File: src/rtl/program_counter_unit.sv
// ============================================================================
// Module   : program_counter_unit
// Brief    : 16-bit program counter with byte loads, increment and relative
//            branches that take a second cycle to fix PCH on a page cross.
// Revision : 1.0 - initial release
// ============================================================================
`default_nettype none

module program_counter_unit #(
  parameter logic [15:0] RESET_PC = 16'h0000
) (
  input  logic       clk,
  input  logic       rst,
  input  logic       pcIncrement,
  input  logic       pcLoadLow,
  input  logic       pcLoadHigh,
  input  logic [7:0] loadData,
  input  logic       branchStart,
  input  logic [7:0] branchOffset,
  output logic [7:0] pcLowOutput,
  output logic [7:0] pcHighOutput,
  output logic       branchBusy
);

  typedef enum logic [0:0] {
    IDLE     = 1'b0,
    FIX_HIGH = 1'b1
  } state_t;

  state_t     state_q, state_d;
  logic [7:0] pcl_q, pcl_d;
  logic [7:0] pch_q, pch_d;
  logic       fix_dir_q, fix_dir_d;
  logic [8:0] branch_sum;

  always_comb begin
    state_d    = state_q;
    pcl_d      = pcl_q;
    pch_d      = pch_q;
    fix_dir_d  = fix_dir_q;
    branch_sum = {1'b0, pcl_q} + {1'b0, branchOffset};

    case (state_q)
      IDLE: begin
        if (branchStart) begin
          pcl_d = branch_sum[7:0];
          // Carry out with a forward offset, or no carry with a backward
          // offset, means the target lies on the adjacent page.
          if (!branchOffset[7] && branch_sum[8]) begin
            state_d   = FIX_HIGH;
            fix_dir_d = 1'b0;
          end else if (branchOffset[7] && !branch_sum[8]) begin
            state_d   = FIX_HIGH;
            fix_dir_d = 1'b1;
          end
        end else if (pcLoadLow || pcLoadHigh) begin
          if (pcLoadLow)  pcl_d = loadData;
          if (pcLoadHigh) pch_d = loadData;
        end else if (pcIncrement) begin
          {pch_d, pcl_d} = {pch_q, pcl_q} + 16'd1;
        end
      end
      FIX_HIGH: begin
        pch_d   = fix_dir_q ? (pch_q - 8'd1) : (pch_q + 8'd1);
        state_d = IDLE;
      end
      default: state_d = IDLE;
    endcase
  end

  always_ff @(posedge clk or posedge rst) begin
    if (rst) begin
      state_q   <= IDLE;
      pcl_q     <= RESET_PC[7:0];
      pch_q     <= RESET_PC[15:8];
      fix_dir_q <= 1'b0;
    end else begin
      state_q   <= state_d;
      pcl_q     <= pcl_d;
      pch_q     <= pch_d;
      fix_dir_q <= fix_dir_d;
    end
  end

  assign pcLowOutput  = pcl_q;
  assign pcHighOutput = pch_q;
  assign branchBusy   = (state_q == FIX_HIGH);

endmodule

`default_nettype wire

File: config.mk
export PLATFORM = sky130hd
export DESIGN_NAME = program_counter_unit
export DESIGN_NICKNAME = d
export VERILOG_FILES = /design/src/rtl/program_counter_unit.sv
export SDC_FILE = /design/constraint.sdc
export NUM_CORES = 1
export LEC_CHECK = 0
export CAP_MARGIN = 20
export CORE_UTILIZATION = 30
export DETAILED_ROUTE_END_ITERATION = 12
export GPL_TIMING_DRIVEN = 0
export PLACE_DENSITY = 0.52
export SLEW_MARGIN = 10
export SYNTH_ARGS = -nofsm -noshare
export SYNTH_HDL_FRONTEND = slang
export SYNTH_SLANG_ARGS = --single-unit
File: constraint.sdc
create_clock -name clk -period 2.9 [get_ports clk]
set_input_delay 0.29 -clock clk [delete_from_list [all_inputs] [get_ports clk]]
set_output_delay 0.29 -clock clk [all_outputs]
set_load 0.005 [all_outputs]
Word-level counts from Yosys, hierarchy flattened
Cells that the tools add are included.
W data, S select, Z words.

operators by class
  add/subtract/negate cells = 4
  eq/ne operators = 4
  muxes and demuxes = 16
  bitwise logic cells = 1
  reductions and logical operators = 10

operators with widths
  kind                     number
  $mux W8                  9
  $add A16 B1 Y16 const B  1
  $pmux W8 S2              1
  $add A8 B8 Y9            1
  $ne A3 B3 Y1 const B     3
  $reduce_and A3 Y1        3
  $add A8 B1 Y8 const B    1
  $sub A8 B1 Y8 const B    1
  $mux W1                  5
  $reduce_bool A3 Y1       1
  $logic_and A1 B1 Y1      2
  $logic_not A1 Y1         2
  $ne A2 B2 Y1 const B     1
  $pmux W1 S2              1
  $reduce_bool A2 Y1       1
  $logic_or A1 B1 Y1       1
  $not A1 Y1               1

word-level totals
  register bits = 18
  input port bits = 22
  output and inout bits = 17

Depth between registers and ports, before layout
Gate-level depths: netlist of the first run.

  word-level depth = 7
  depth in mapped cells = 13

Worst setup path before layout of the first run
No wires, ideal clock.

  path kind = flip-flop to flip-flop
  start point = register pcl_q[0], in the netlist pcLowOutput[0]
  end point = register fix_dir_q
  arrival time = 2180 ps
  setup slack = 642 ps
  stages on the path, launching flop included = 14
  period minus slack after synthesis = 2258 ps
  cell sequence = dfrtp_1 ha_1 inv_1 fa_1 nor2b_1 o21ai_0 nand2b_1 a21o_1 a21oi_1 o21ai_0 ha_1 nor2_1 nor2_1 a21oi_1

between the ends
  word-level cells in the longest chain between the ends = 5
  elaborated cells on any way between the ends = 7

ends and longest elaborated chain
  item                                 line  source
  start: declaration                   31    logic [7:0] pcl_q, pcl_d;
  start signal: assignment             74    pcl_q <= RESET_PC[7:0];
  start signal: assignment             79    pcl_q <= pcl_d;
  $add A8 B8 Y9 (*)                    41    branch_sum = {1'b0, pcl_q} + {1'b0, branchOffset};
  $logic_not A1 Y1                     52    end else if (branchOffset[7] && !branch_sum[8]) begin
  $logic_and A1 B1 Y1                  52
  $reduce_bool A2 Y1 (no source line)  --
  $reduce_and A3 Y1 (no source line)   --
  end signal: assignment               81    fix_dir_q <= fix_dir_d;
  end: declaration                     33    logic fix_dir_q, fix_dir_d;

Every way passes the cells marked *; elsewhere a longest branch is shown, timed or not.
A chain may end at the register's enable or synchronous reset.

Worst setup path after layout of the first run
  start point = input port branchOffset[0]
  end point = register fix_dir_q

between the ends
  word-level cells in the longest chain between the ends = 5
  elaborated cells on any way between the ends = 7

ends and longest elaborated chain
  item                                 line  source
  start: declaration                   19    input logic [7:0] branchOffset,
  $add A8 B8 Y9 (*)                    41
  $logic_not A1 Y1                     52
  $logic_and A1 B1 Y1                  52
  $reduce_bool A2 Y1 (no source line)  --
  $reduce_and A3 Y1 (no source line)   --

Marks and branches as above.

==> results.toml, run 1 <==
[sta]
rsz0062_at_grt = "no"
period_share_pct = 89.9
worst_pin_slew_ps = 727
fin_tns_setup_ps = 0
max_freq_mhz = 383
slew_viol_final = 0
setup_viol = 0
relSlewSlack_pct = 51.2
period_needed_ps = 2610
finalHoldViolations = 0
fin_skew_ps = 2.59

[yosys]
synth_flop_cell = "dfrtp_1"
synth_top_family_by_area = "compound AO/OA/AOI/OAI gates"
synthSimpleGateAreaFrac_pct = 21.5
ys_warn_count = 0
async_reset_ff_share_pct = 100
synth_nets = 268
yosysSeqAreaShare_pct = 24.0
synth_edf_count = 0
synth_seq_cells = 18
ys_types = 50
synth_area_mm2 = 0.00188
yosys.area_share.xor_xnor_pct = 9.33
avgSynthCellArea_um2 = 8.23
synth_compound_area_share_pct = 26.4
syn_inst = 228
yosys-mux-area-fraction_pct = 1.13
synth_adder_area_share_pct = 12.8

[place]
place_congestion = 0.735
port_buffers = 38
dp.final_hpwl_um = 3950
dp.cells = 341
dpl-instance-area_mm2 = 0.00235

[clock_network]
cts_root_buf = "clkbuf_8"
hold_buffers = 0
cts_tree = "yes"
cts_buffer_depth = 2
htree_levels = 1
clock_sinks = 18
cts_buffers = 3
clk-insertion-delay-late_ps = 260
post_cts_resized = 0
cts_setup_buffers = 0
path_clk_slew_ps = 80

[worst_hold_path]
holdCritPathClass = "input port to async pin"

[cells_and_area]
final_common_cell = "clkdlybuf4s50_1"
nets = 311
seqCellArea_um2 = 450
final_area_mm2 = 0.00241
fillers = 616
fin_cells = 345
syn_to_final_growth_pct = 28.2
multiInputGateArea_mm2 = 0.00134
drive_gt1_share_pct = 8.15
mostFrequentLayoutCells = "38 x clkdlybuf4s50_1, 29 x nor2_1, 26 x a21oi_1, 18 x dfrtp_1"
post-route-util_pct = 40.2
diodes = 0

[setup_path]
path_cells = "clkdlybuf4s50_1, ha_1, inv_1, fa_1, nor2b_1, o21ai_0, nand2b_1, a21o_1, a21oi_1, o21ai_0, ha_1, nor2_1, nor2_1, a21oi_1"
cp-end-kind = "flop"
cp.arrival_ps = 2800
critPathMaxFanout = 3
max_stage_delay_ps = 460
path_delay_family = "adder cells"
cp_slowest_cell = "clkdlybuf4s50_1"
crit_type = "input port to flop"
worst_ep_required_time_ps = 3090
start_kind = "input port"
path_buf_inv = 2

[power_and_ir_drop]
p_int_w = 0.00135
leakagePower_nw = 0.945
vdd_ir_drop_max_uv = 267
pwr-share-clk_pct = 8.8
p_total_w = 0.00248
sw_frac_of_total_pct = 45.5
pwr_density_cell_mw_per_mm2 = 1030
power_frac_comb_pct = 67.3
p_seq_share_pct = 24.0
p_sw_w = 0.00113

[floorplanning]
die_h_um = 81.1
rows = 28
die-area_mm2 = 0.00658
coreArea_mm2 = 0.00599
start_util_pct = 31.3
ios = 39
dieWidth_um = 81.1

[global_route]
grt_pass1_vias = 1742
grt_antenna_before_repair = 0
gr-total-overflow = 0
grt_max_degree = 19
grt_first_pass_wirelength_um = 8590
grtUsageTotal_pct = 17.0

[route]
first_pass_iters = 4
vias_per_cell = 5.20
ant_nets = 0
drcViolationCount = 0
drt_iter0_markers = 82
drt_wl_total_um = 5020
num_vias = 1795
routedWlPerCell_um = 14.5

[run]
cap_violations = 0

[status]
outcome = "completed"
-- power groups by stage --
stage	combinational [W]	clock, W	sequential, W
2_1_floorplan	0.00117	0	0.000560
3_3_place_gp	0.00167	0	0.000603
3_5_place_dp	0.00168	0	0.000603
4_1_cts	0.00169	0.000225	0.000601
5_1_grt	0.00189	0.000246	0.000627
6_report	0.00167	0.000218	0.000595
-- stage by stage --
stage / worst slack, ps / hold slack (ps)
4_1_cts: 247 / 498
6_report: 292 / 455
5_1_grt: 100 / 542
2_1_floorplan: 642 / 229
3_3_place_gp: 9.95 / 593
3_5_place_dp: -15.6 / 584
-- logic make-up (layout without fill, tap and decap cells) --
| kind of cell | count (synthesis) | in the layout |
|---|---|---|
| AO/OA/AOI/OAI | 72 | 72 |
| XOR/XNOR | 20 | 20 |
| adder cells (fa/ha/maj) | 18 | 18 |
| buffers and inverters | 21 | 63 |
| flip-flops | 18 | 18 |
| multiplexers | 2 | 2 |
| AND/OR/NAND/NOR | 77 | 77 |
-- metal layers --
metal,part of all wire (%),vias to the layer above,global-route usage (%)
li1,-,920,-
met1,54,846,24.9
met2,43,27,26.1
met3,3.0,2,2.47
met4,0.72,0,3.21
met5,0,-,0
-- flip-flops by register name (all words and copies together) (netlist names) --
signal        count
fix_dir_q         1
branchBusy        1
pcLowOutput       8
pcHighOutput      8
-- cells in the mapped netlist (all sizes together) (2+ instances only) --
cell type | n | area, um^2
a2111oi | 6 | 77.6
a211oi | 4 | 30.0
a21oi | 26 | 130
a221o | 5 | 50.1
a22o | 2 | 17.5
a31oi | 2 | 12.5
a32oi | 2 | 17.5
and2 | 2 | 12.5
and3 | 2 | 13.8
buf | 2 | 18.8
clkbuf | 5 | 20.0
dfrtp | 18 | 450
fa | 2 | 40.0
ha | 16 | 200
inv | 13 | 48.8
nand2 | 16 | 60.1
nand2b | 3 | 18.8
nand3 | 4 | 20.0
nand4 | 4 | 55.1
nor2 | 33 | 134
nor2b | 3 | 21.3
nor3 | 5 | 25.0
o211ai | 2 | 15.0
o21ai | 12 | 60.1
o31ai | 4 | 30.0
xnor2 | 14 | 123
xor2 | 6 | 52.6
-- cell type report --
type / count / share of cell area (%)
sequential: 18 / 18.7
tap: 75 / 3.90
buffer: 7 / 1.61
clock buffer: 4 / 2.29
multi-input combinational: 189 / 55.5
inverter: 14 / 2.18
timing repair buffer: 38 / 15.8
-- final timing paths --
kind | startpoint | to | slack [ps] | cells past startpoint
min | rst | pcLowOutput[2] | 460 | 2
min reg2reg | pcHighOutput[7] | pcHighOutput[7] | 610 | 1
max reg2reg | pcLowOutput[0] | fix_dir_q | 320 | 13
max in group asynchronous | rst | pcHighOutput[4] | 1990 | 2
max | branchOffset[0] | fix_dir_q | 290 | 14
min in group clk | pcHighOutput[7] | pcHighOutput[7] | 610 | 1
Power figures use the tool's default switching activity.
==> run 2, diff against run 1 <==
--- a/config.mk
+++ b/config.mk
@@ -10,6 +10,7 @@
 export DETAILED_ROUTE_END_ITERATION = 12
 export GPL_TIMING_DRIVEN = 0
 export PLACE_DENSITY = 0.52
+export SETUP_SLACK_MARGIN = 0.05
 export SLEW_MARGIN = 10
 export SYNTH_ARGS = -nofsm -noshare
 export SYNTH_HDL_FRONTEND = slang
==> results of run 2 <==
Same layout as run 1: the final DEF is identical, and so are final timing and power.
==> run 3, diff against run 2 <==
--- a/config.mk
+++ b/config.mk
@@ -9,7 +9,7 @@
 export CORE_UTILIZATION = 30
 export DETAILED_ROUTE_END_ITERATION = 12
 export GPL_TIMING_DRIVEN = 0
-export PLACE_DENSITY = 0.52
+export PLACE_DENSITY = 0.53
 export SETUP_SLACK_MARGIN = 0.05
 export SLEW_MARGIN = 10
 export SYNTH_ARGS = -nofsm -noshare
==> constraint.sdc (replaced) <==
create_clock -name clk -period 2.3 [get_ports clk]
set_input_delay 0.23 -clock clk [delete_from_list [all_inputs] [get_ports clk]]
set_output_delay 0.23 -clock clk [all_outputs]
set_load 0.005 [all_outputs]
==> results.toml, run 3 (same netlist as run 1, synthesis figures left out) <==
[status]
outcome = "completed"

[cells_and_area]
drive_gt1_share_pct = 15.4
nets = 320
fillers = 601
mostFrequentLayoutCells = "37 x clkdlybuf4s50_1, 28 x nor2_1, 24 x a21oi_1, 16 x nand2_1, 16 x dfrtp_1"
post-route-util_pct = 42.4
syn_to_final_growth_pct = 35.3
diodes = 0
final_common_cell = "clkdlybuf4s50_1"
fin_cells = 354

[worst_hold_path]
holdCritPathClass = "input port to async pin"

[sta]
relSlewSlack_pct = 48.8
worst_pin_slew_ps = 767
period_needed_ps = 2260
hold_slack_ps = 406
rsz0062_at_grt = "yes"
slew_viol_final = 0
finalHoldViolations = 0
setup_viol = 0
max_freq_mhz = 443
fin_skew_ps = 5.22
period_share_pct = 98.1

[power_and_ir_drop]
power_frac_comb_pct = 70.0
pwr_density_cell_mw_per_mm2 = 1330
leakagePower_nw = 0.993
vdd_ir_drop_max_uv = 574
p_sw_w = 0.00152
p_seq_share_pct = 21.7
p_total_w = 0.00339
sw_frac_of_total_pct = 44.9
pwr-share-clk_pct = 8.4
p_int_w = 0.00187

[setup_path]
cp-end-kind = "flop"
crit_type = "flop to flop"
path_common_cell = "o21ai_1"
regToRegEndpoint = "fix_dir_q"
r2r_slack_ps = 40
r2r-start = "pcLowOutput[0]"
cp_slowest_cell = "dfrtp_1"
reg2regPathDepth = 13
start_kind = "flop"
cp.arrival_ps = 2440
worst_ep_required_time_ps = 2480
max_stage_delay_ps = 390
critPathMaxFanout = 3
path_cells = "ha_4, inv_2, fa_2, nor2b_1, o21ai_1, nand2b_1, a21o_1, a21oi_2, o21ai_1, ha_1, nor2_2, nor2_1, a21oi_1"

[clock_network]
htree_levels = 1
clock_sinks = 18
hold_buffers = 0
cts_root_buf = "clkbuf_8"
path_clk_slew_ps = 80
cts_buffers = 3
cts_tree = "yes"
cts_buffer_depth = 2
clk-insertion-delay-late_ps = 260

[run]
cap_violations = 0

[global_route]
grt_pass1_vias = 1781
grt_antenna_before_repair = 0
grt_max_degree = 19
gr-total-overflow = 0
grt_first_pass_wirelength_um = 8770
grtUsageTotal_pct = 17.3

[floorplanning]
rows = 28
die_h_um = 81.1
start_util_pct = 31.3
coreArea_mm2 = 0.00599
dieWidth_um = 81.1
die-area_mm2 = 0.00658
ios = 39

[route]
routedWlPerCell_um = 14.6
num_vias = 1822
drt_iter0_markers = 139
drt_wl_total_um = 5160
drcViolationCount = 0
ant_nets = 0
vias_per_cell = 5.15
first_pass_iters = 4

[place]
dp.cells = 341
place_congestion = 0.756
dp.final_hpwl_um = 3930
port_buffers = 38
==> run 3: cell types whose count changed in the layout (fill, tap and decap cells not counted), moves of 2 or more <==
cell | previous run | this run
a21oi_2 | 0 | 2
dfrtp_1 | 18 | 16
ha_4 | 0 | 2
a21oi_1 | 26 | 24
inv_1 | 13 | 11
inv_2 | 0 | 2
dfrtp_2 | 0 | 2
o21ai_0 | 11 | 9
ha_1 | 16 | 14
o21ai_1 | 1 | 3
buf_4 | 1 | 10
==> run 3: per-stage QoR <==
stage / worst slack (ps) / setup TNS, ps / cell area (um^2)
global placement: -485 / -898 / 2350
finish: 43.0 / 0 / 2540
CTS: 7.95 / 0 / 2470
detailed placement: -516 / -864 / 2350
global route: -95.1 / -168 / 2540
floorplan: 57.1 / 0 / 1880
==> run 3: cell type report <==
type                       instances  area (um^2)  area share (%)
tap                               75         93.8            3.70
multi-input combinational        189         1400            55.1
timing repair buffer              47          447            17.6
inverter                          14         52.6            2.07
sequential                        18          453            17.8
buffer                             7         38.8            1.53
clock buffer                       4         55.1            2.17
==> run 3: layer usage <==
layer  part of all wire, %  up-vias  global-route usage (%)
li1                      -      938                       -
met3                   3.2        2                    2.13
met5                     0        -                       0
met4                  0.78        0                    3.21
met1                    53      847                    25.8
met2                    43       35                    26.6
==> run 3: worst max-delay path by stage <==
| stage | from | endpoint | slack (ps) | cells after the start |
|---|---|---|---|---|
| CTS | pcLowOutput[0] | fix_dir_q | 8 | 13 |
| finish | pcLowOutput[0] | fix_dir_q | 40 | 13 |
| detailed placement | branchOffset[0] | fix_dir_q | -520 | 14 |
| global route | pcLowOutput[0] | fix_dir_q | -100 | 13 |
| floorplan | pcLowOutput[0] | fix_dir_q | 60 | 13 |
| global placement | branchOffset[0] | fix_dir_q | -480 | 14 |
==> run 3: worst max-delay path: cells and delay by family, from the launching register on <==
kind | cells | cell delay (ps)
DFF | 1 | 390
and+or+nand+nor | 4 | 430
AOI/OAI and AO/OA | 5 | 570
buffers and inverters | 1 | 30
adders and majority gates | 3 | 740
==> run 3: timing repair <==
item                       4_1_cts  5_1_grt
pin swaps                        6        7
gates resized for setup         10        7
setup endpoints to repair        3        5
setup buffers                    7        2
==> run 3: power groups by stage <==
stage	clock (W)	sequential (W)	combinational [W]
3_3_place_gp	0	0.000762	0.00210
6_report	0.000283	0.000735	0.00237
4_1_cts	0.000289	0.000735	0.00226
3_5_place_dp	0	0.000765	0.00211
5_1_grt	0.000299	0.000770	0.00267
2_1_floorplan	0	0.000706	0.00148
